==> config.mk <==
export PLATFORM = sky130hd
export DESIGN_NAME = dmem_bridge_flat
export DESIGN_NICKNAME = d
export VERILOG_FILES = /design/src/rtl/dmem_bridge_if.sv /design/src/rtl/dmem_bridge.sv /design/src/flat_wrapper.sv
export SDC_FILE = /design/constraint.sdc
export NUM_CORES = 1
export LEC_CHECK = 0
export CAP_MARGIN = 20
export CORE_ASPECT_RATIO = 1.1
export CORE_MARGIN = 1.5
export CORE_UTILIZATION = 47
export CTS_CLUSTER_SIZE = 20
export DETAILED_ROUTE_END_ITERATION = 12
export MAX_ROUTING_LAYER = met4
export PLACE_DENSITY = 0.82
export SYNTH_ARGS = -nofsm -noshare
export SYNTH_HDL_FRONTEND = slang
export SYNTH_SLANG_ARGS = --single-unit
==> constraint.sdc <==
create_clock -name CLK -period 2.6 [get_ports CLK]
set_input_delay 0.39 -clock CLK [delete_from_list [all_inputs] [get_ports CLK]]
set_output_delay 0.39 -clock CLK [all_outputs]
set_load 0.01 [all_outputs]
==> src/rtl/dmem_bridge_if.sv <==
// Bundles the core load/store port and the data-RAM port of the data-memory bridge.
// slave is the bridge's view, master is the view of whatever surrounds it.
interface dmem_bridge_if #(
    parameter int ADDR_W = 12
);
    logic              CORE_REQ;
    logic              CORE_WE;
    logic [2:0]        CORE_FUNCT3;
    logic [ADDR_W-1:0] CORE_ADDR;
    logic [31:0]       CORE_WDATA;
    logic [31:0]       CORE_RDATA;
    logic              CORE_STALL;
    logic              CORE_ERR;
    logic [ADDR_W-3:0] RAM_ADDRESS;
    logic [31:0]       RAM_DATA_IN;
    logic [31:0]       RAM_DATA_OUT;
    logic              RAM_OE;
    logic              RAM_WR;
    logic [3:0]        RAM_BE;

    // Handshake: the core raises CORE_REQ and holds every request field stable while
    // CORE_STALL=1; the access completes in the first cycle with CORE_REQ=1 and
    // CORE_STALL=0. CORE_ERR is a single-cycle reject with no RAM activity.
    modport slave (
        input  CORE_REQ, CORE_WE, CORE_FUNCT3, CORE_ADDR, CORE_WDATA, RAM_DATA_OUT,
        output CORE_RDATA, CORE_STALL, CORE_ERR, RAM_ADDRESS, RAM_DATA_IN, RAM_OE, RAM_WR, RAM_BE
    );

    modport master (
        output CORE_REQ, CORE_WE, CORE_FUNCT3, CORE_ADDR, CORE_WDATA, RAM_DATA_OUT,
        input  CORE_RDATA, CORE_STALL, CORE_ERR, RAM_ADDRESS, RAM_DATA_IN, RAM_OE, RAM_WR, RAM_BE
    );
endinterface

==> src/rtl/dmem_bridge.sv <==
// Data-memory bridge: funct3 decode, lane steering, load extension, RAM wait states
// and read-modify-write for sub-word stores into a RAM without byte enables.
module dmem_bridge #(
    parameter int ADDR_W      = 12,
    parameter int WAIT_STATES = 1,
    parameter bit RMW         = 1'b1
) (
    input  logic         CLK,
    input  logic         RST_n,
    dmem_bridge_if.slave bus,
    output logic [1:0]   dbg_state
);
    typedef enum logic [1:0] {
        IDLE     = 2'd0,
        RD_WAIT  = 2'd1,
        RMW_WAIT = 2'd2,
        RMW_WR   = 2'd3
    } state_t;

    localparam logic [2:0] WS = 3'(WAIT_STATES);

    state_t      state_q, state_d;
    logic [2:0]  cnt_q, cnt_d;
    logic [31:0] merge_q, merge_d;
    logic [31:0] rdata_q, rdata_d;

    logic [2:0]  f3;
    logic [1:0]  lane;
    logic        f3_ok, align_ok, legal, sub_word;
    logic [3:0]  be_lane;
    logic [31:0] wdata_lane, lane_mask, merged, shifted, load_ext;

    logic        oe, wr, stall, err, load_done;
    logic [3:0]  be;
    logic [31:0] din;

    assign f3       = bus.CORE_FUNCT3;
    assign lane     = bus.CORE_ADDR[1:0];
    assign sub_word = (f3[1:0] != 2'd2);
    assign legal    = f3_ok && align_ok;

    always_comb begin
        if (bus.CORE_WE) f3_ok = (f3 == 3'd0) || (f3 == 3'd1) || (f3 == 3'd2);
        else             f3_ok = (f3 == 3'd0) || (f3 == 3'd1) || (f3 == 3'd2) ||
                                 (f3 == 3'd4) || (f3 == 3'd5);
        case (f3[1:0])
            2'd0:    align_ok = 1'b1;
            2'd1:    align_ok = !lane[0];
            default: align_ok = (lane == 2'd0);
        endcase
    end

    always_comb begin
        case (f3[1:0])
            2'd0: begin
                be_lane    = 4'b0001 << lane;
                wdata_lane = {4{bus.CORE_WDATA[7:0]}};
            end
            2'd1: begin
                be_lane    = 4'b0011 << lane;
                wdata_lane = {2{bus.CORE_WDATA[15:0]}};
            end
            default: begin
                be_lane    = 4'hF;
                wdata_lane = bus.CORE_WDATA;
            end
        endcase
    end

    assign lane_mask = {{8{be_lane[3]}}, {8{be_lane[2]}}, {8{be_lane[1]}}, {8{be_lane[0]}}};
    assign merged    = (bus.RAM_DATA_OUT & ~lane_mask) | (wdata_lane & lane_mask);
    assign shifted   = bus.RAM_DATA_OUT >> {lane, 3'b000};

    always_comb begin
        case (f3)
            3'd0:    load_ext = {{24{shifted[7]}}, shifted[7:0]};
            3'd1:    load_ext = {{16{shifted[15]}}, shifted[15:0]};
            3'd4:    load_ext = {24'h0, shifted[7:0]};
            3'd5:    load_ext = {16'h0, shifted[15:0]};
            default: load_ext = bus.RAM_DATA_OUT;
        endcase
    end

    // The counter holds the index of the current access cycle; the final read cycle
    // is the one where it equals WAIT_STATES. A dropped request always wins.
    always_comb begin
        state_d   = state_q;
        cnt_d     = cnt_q;
        merge_d   = merge_q;
        rdata_d   = rdata_q;
        oe        = 1'b0;
        wr        = 1'b0;
        stall     = 1'b0;
        err       = 1'b0;
        load_done = 1'b0;
        be        = 4'h0;
        din       = 32'h0;
        case (state_q)
            IDLE: begin
                if (bus.CORE_REQ) begin
                    if (!legal) begin
                        err = 1'b1;
                    end else if (!bus.CORE_WE) begin
                        oe = 1'b1;
                        if (WAIT_STATES == 0) begin
                            load_done = 1'b1;
                        end else begin
                            stall   = 1'b1;
                            cnt_d   = 3'd1;
                            state_d = RD_WAIT;
                        end
                    end else if (sub_word && RMW) begin
                        oe    = 1'b1;
                        stall = 1'b1;
                        if (WAIT_STATES == 0) begin
                            merge_d = merged;
                            state_d = RMW_WR;
                        end else begin
                            cnt_d   = 3'd1;
                            state_d = RMW_WAIT;
                        end
                    end else begin
                        wr  = 1'b1;
                        be  = be_lane;
                        din = wdata_lane;
                    end
                end
            end
            RD_WAIT: begin
                if (!bus.CORE_REQ) begin
                    state_d = IDLE;
                end else begin
                    oe = 1'b1;
                    if (cnt_q == WS) begin
                        load_done = 1'b1;
                        state_d   = IDLE;
                    end else begin
                        stall = 1'b1;
                        cnt_d = cnt_q + 3'd1;
                    end
                end
            end
            RMW_WAIT: begin
                if (!bus.CORE_REQ) begin
                    state_d = IDLE;
                end else begin
                    oe    = 1'b1;
                    stall = 1'b1;
                    if (cnt_q == WS) begin
                        merge_d = merged;
                        state_d = RMW_WR;
                    end else begin
                        cnt_d = cnt_q + 3'd1;
                    end
                end
            end
            RMW_WR: begin
                state_d = IDLE;
                if (bus.CORE_REQ) begin
                    wr  = 1'b1;
                    be  = 4'hF;
                    din = merge_q;
                end
            end
            default: state_d = IDLE;
        endcase
        if (load_done) rdata_d = load_ext;
    end

    always_ff @(posedge CLK or negedge RST_n) begin
        if (!RST_n) begin
            state_q <= IDLE;
            cnt_q   <= 3'd0;
            merge_q <= 32'h0;
            rdata_q <= 32'h0;
        end else begin
            state_q <= state_d;
            cnt_q   <= cnt_d;
            merge_q <= merge_d;
            rdata_q <= rdata_d;
        end
    end

    // Reset masks the combinational paths too, so nothing reaches the RAM mid-reset.
    assign bus.CORE_STALL  = RST_n & stall;
    assign bus.CORE_ERR    = RST_n & err;
    assign bus.RAM_OE      = RST_n & oe;
    assign bus.RAM_WR      = RST_n & wr;
    assign bus.RAM_BE      = RST_n ? be : 4'h0;
    assign bus.RAM_DATA_IN = RST_n ? din : 32'h0;
    assign bus.RAM_ADDRESS = (RST_n && (oe || wr)) ? bus.CORE_ADDR[ADDR_W-1:2] : '0;
    assign bus.CORE_RDATA  = !RST_n ? 32'h0 : (load_done ? load_ext : rdata_q);
    assign dbg_state       = state_q;
endmodule

==> src/flat_wrapper.sv <==
// flat-port wrapper written by rule: the top's interface ports become plain ports
module dmem_bridge_flat 
#(
    parameter int ADDR_W      = 12,
    parameter int WAIT_STATES = 1,
    parameter bit RMW         = 1'b1
)
  (CLK, RST_n, dbg_state, bus_CORE_REQ, bus_CORE_WE, bus_CORE_FUNCT3, bus_CORE_ADDR, bus_CORE_WDATA, bus_RAM_DATA_OUT, bus_CORE_RDATA, bus_CORE_STALL, bus_CORE_ERR, bus_RAM_ADDRESS, bus_RAM_DATA_IN, bus_RAM_OE, bus_RAM_WR, bus_RAM_BE);
  dmem_bridge_if #(.ADDR_W(ADDR_W)) bus_i ();
  input  logic CLK;
  input  logic RST_n;
  output logic [1:0] dbg_state;
  input wire logic [$bits(bus_i.CORE_REQ)-1:0] bus_CORE_REQ;
  input wire logic [$bits(bus_i.CORE_WE)-1:0] bus_CORE_WE;
  input wire logic [$bits(bus_i.CORE_FUNCT3)-1:0] bus_CORE_FUNCT3;
  input wire logic [$bits(bus_i.CORE_ADDR)-1:0] bus_CORE_ADDR;
  input wire logic [$bits(bus_i.CORE_WDATA)-1:0] bus_CORE_WDATA;
  input wire logic [$bits(bus_i.RAM_DATA_OUT)-1:0] bus_RAM_DATA_OUT;
  output wire logic [$bits(bus_i.CORE_RDATA)-1:0] bus_CORE_RDATA;
  output wire logic [$bits(bus_i.CORE_STALL)-1:0] bus_CORE_STALL;
  output wire logic [$bits(bus_i.CORE_ERR)-1:0] bus_CORE_ERR;
  output wire logic [$bits(bus_i.RAM_ADDRESS)-1:0] bus_RAM_ADDRESS;
  output wire logic [$bits(bus_i.RAM_DATA_IN)-1:0] bus_RAM_DATA_IN;
  output wire logic [$bits(bus_i.RAM_OE)-1:0] bus_RAM_OE;
  output wire logic [$bits(bus_i.RAM_WR)-1:0] bus_RAM_WR;
  output wire logic [$bits(bus_i.RAM_BE)-1:0] bus_RAM_BE;
  assign bus_i.CORE_REQ = bus_CORE_REQ;
  assign bus_i.CORE_WE = bus_CORE_WE;
  assign bus_i.CORE_FUNCT3 = bus_CORE_FUNCT3;
  assign bus_i.CORE_ADDR = bus_CORE_ADDR;
  assign bus_i.CORE_WDATA = bus_CORE_WDATA;
  assign bus_i.RAM_DATA_OUT = bus_RAM_DATA_OUT;
  assign bus_CORE_RDATA = bus_i.CORE_RDATA;
  assign bus_CORE_STALL = bus_i.CORE_STALL;
  assign bus_CORE_ERR = bus_i.CORE_ERR;
  assign bus_RAM_ADDRESS = bus_i.RAM_ADDRESS;
  assign bus_RAM_DATA_IN = bus_i.RAM_DATA_IN;
  assign bus_RAM_OE = bus_i.RAM_OE;
  assign bus_RAM_WR = bus_i.RAM_WR;
  assign bus_RAM_BE = bus_i.RAM_BE;
  dmem_bridge #(.ADDR_W(ADDR_W), .WAIT_STATES(WAIT_STATES), .RMW(RMW)) u_core (.CLK(CLK), .RST_n(RST_n), .bus(bus_i), .dbg_state(dbg_state));
endmodule
==> metrics.cfg <==
[timing]
slew_headroom_pct=37.3
final_max_slew_viol_count=0
skew_ns=0.00642
hold_slack_ns=0.173
hold_viol=0
period_needed_ns=2.78
fin_crit_sh_pct=107
worst_pin_slew_ns=0.934
timing.final.ws_setup_ns=-0.178
fmaxAchievable_mhz=360
grt_setup_unrepaired=yes
setup_viol=40

[die]
core_um2=10400
io-pin-count=167
start_util_pct=48.1
std_cell_rows=39
die_height_um=111
die_w_um=101
die-area_um2=11300

[clock_network]
cts_made_buffers=9
clockRootBuffer=clkbuf_16
path_clk_slew_ns=0.06
cts_buffer_depth=2
hold_buffers=0
clock-sinks=69
cts_tree=yes
worstSkewPairLatency_ns=0.34
htree_levels=3

[power]
comb_power_share_pct=52.8
ir_worst_vdd_uv=585
p_sw_share_pct=38.9
switchingPower_mw=2.64
seq_power_share_pct=27.4
leakage_nw=4.18
clkPwrFrac_pct=19.8
intPower_mw=4.15
power.density_nw_per_um2=774

[yosys]
synth.top_cell.area_share_pct=34.5
synthArstFlopShare_pct=100
synthTopCellsByCount=69 x dfrtp_1, 60 x mux2i_1, 60 x nand2_1, 49 x a21oi_1, 40 x nor2_1
syn_area_per_cell_um2=8.75
yosys-top-cells-area=dfrtp_1 35%, mux2i_1 12%, a21oi_1 4.9%
ys_warn_count=0
ys_seq_area_share_pct=34.5
synthDistinctLibCells=51
synth_top_flop_cell=dfrtp_1
yosysMostFrequentCell=dfrtp_1
synth_top_area_cell=dfrtp_1
netlist_area_um2=5000
synth-seq-cells=69
synthCells=572
syn_nets=662
synth-edff-count=0

[place]
dp_hpwl_mm=14.3
dp_cells=961
io_buffers=166
place_congestion=0.971

[grt]
grt_util_met2_pct=66.3
grt_pass1_vias=6338
grt_pass1_wl_mm=34.3
top_usage_layer=met2
grt_util_met3_pct=7.88
grt_max_degree=56
overflow=0
antenna_found_initial=0
grt_usage_pct=41.3
grtUsageMet1_pct=47.5

[setup_path]
cp-start-kind=flop
worstPathRequired_ns=2.21
cp_max_fo=13
worstReg2RegStart=u_core.dbg_state[0]$_DFFE_PN0P_
criticalPathCategory=flop to primary output
end_kind=primary output
timing.rr.end=u_core.rdata_q[10]$_DFF_PN0_
cp.arrival_ns=2.39
r2r_setup_slack_ns=0.21
ff2ff_path_depth=8

[drt]
vias_per_cell=6.26
vias=6410
drtAntennaViolNets=0
first_iter_violations=562
wl_per_cell_um=23.8
wl_mm=24.4
drc=0
dr.pass1.iters=6

[layout]
nNetsFinal=966
fin_cells=1024
seq_area_um2=1730
areaGrowthSynthToFinish_pct=75.3
drive_gt1_share_pct=42.2
multi_input_area_um2=3460
n_antenna_cell=0
fillers=577

[outcome]
status=finished with violations
violations=setup timing

[job]
cap_violations=0

[worst_hold_path]
hp-class=input port to async pin

-- worst max-delay path by stage --
stage                                                from             endpoint  cells past startpoint
final                     u_core.dbg_state[0]$_DFFE_PN0P_   bus_CORE_RDATA[15]                      9
after global routing      u_core.dbg_state[1]$_DFFE_PN0P_   bus_CORE_RDATA[28]                      9
after CTS                 u_core.dbg_state[1]$_DFFE_PN0P_    bus_CORE_RDATA[1]                      9
after detailed placement                 bus_CORE_ADDR[1]    bus_CORE_RDATA[9]                      7
after global placement                   bus_CORE_ADDR[0]   bus_CORE_RDATA[13]                      7
after floorplan           u_core.dbg_state[0]$_DFFE_PN0P_  bus_RAM_DATA_IN[11]                      6
-- cell usage in the layout, fill, tap and decap left out, drive strengths merged, types with 15 or more instances in the layout --
| master | n |
|---|---|
| nor2 | 40 |
| nor3 | 18 |
| clkbuf | 15 |
| nand2 | 60 |
| clkdlybuf4s50 | 73 |
| mux2 | 16 |
| a22o | 25 |
| mux2i | 60 |
| inv | 15 |
| a211oi | 26 |
| a21oi | 50 |
| dfrtp | 69 |
| o21ai | 44 |
| buf | 247 |
-- layer usage --
| layer | up-vias | wire length [um] |
|---|---|---|
| met4 | 0 | 1870 |
| met3 | 172 | 2220 |
| met1 | 3062 | 8650 |
| met5 | - | 0 |
| li1 | 2689 | - |
| met2 | 487 | 11600 |
-- power groups by stage --
stage	combinational (mW)	sequential (mW)	clock [mW]
floorplan	1.40	1.75	0
global route	3.78	1.88	1.38
detailed placement	2.78	1.80	0
finish	3.58	1.86	1.34
global placement	2.68	1.77	0
CTS	3.11	1.79	1.32
-- registers in the layout, summed over array words and instances, names as in the netlist --
register and count:
u_core.merge_q 32, u_core.cnt_q 3, u_core.dbg_state 2, u_core.rdata_q 32
-- worst max-delay path, cell delays in order (launching register included) --
cell       delay, ns
dfrtp_2         0.45
ha_4            0.18
buf_4           0.13
buf_6           0.11
buf_6           0.11
and3_4          0.18
buf_12          0.13
buf_16          0.14
a2111oi_4       0.39
buf_2           0.22
-- final cells by class --
| type | instances | share of cell area [%] |
|---|---|---|
| flip-flops and latches | 69 | 19.7 |
| clock inverters | 6 | 0.999 |
| inverters | 16 | 0.728 |
| multi-input cells | 437 | 39.5 |
| clock buffers | 10 | 2.61 |
| repair buffers | 343 | 34.4 |
| well taps | 143 | 2.04 |
-- through the flow --
step / utilization (%) / worst slack, ns / area [um2] / TNS [ns] / total power, mW
2_1_floorplan: - / 0.234 / 5000 / 0 / 3.15
3_3_place_gp: 73.9 / -0.511 / 7690 / -35.09 / 4.45
3_5_place_dp: 73.9 / -0.610 / 7690 / -38.29 / 4.58
4_1_cts: 81.0 / -0.148 / 8420 / -1.44 / 6.23
5_1_grt: 84.4 / -0.292 / 8770 / -6.95 / 7.04
6_report: 84.4 / -0.178 / 8770 / -3.22 / 6.79
-- what timing repair did --
item	4_1_cts	5_1_grt
endpoints found under the setup margin	81	78
pin swaps	25	37
gates cloned	7	3
buffers inserted	25	21
resized for setup	386	93
-- cell families after synthesis --
logic type,Yosys count,synth area share (%)
adder cells (fa/ha/maj),7,1.75
flip-flops,69,34.5
AND/OR/NAND/NOR,165,16.2
AO/OA/AOI/OAI,188,25.6
multiplexers,77,16.1
buffers and inverters,66,5.95
(Power assumes the default switching activity.)
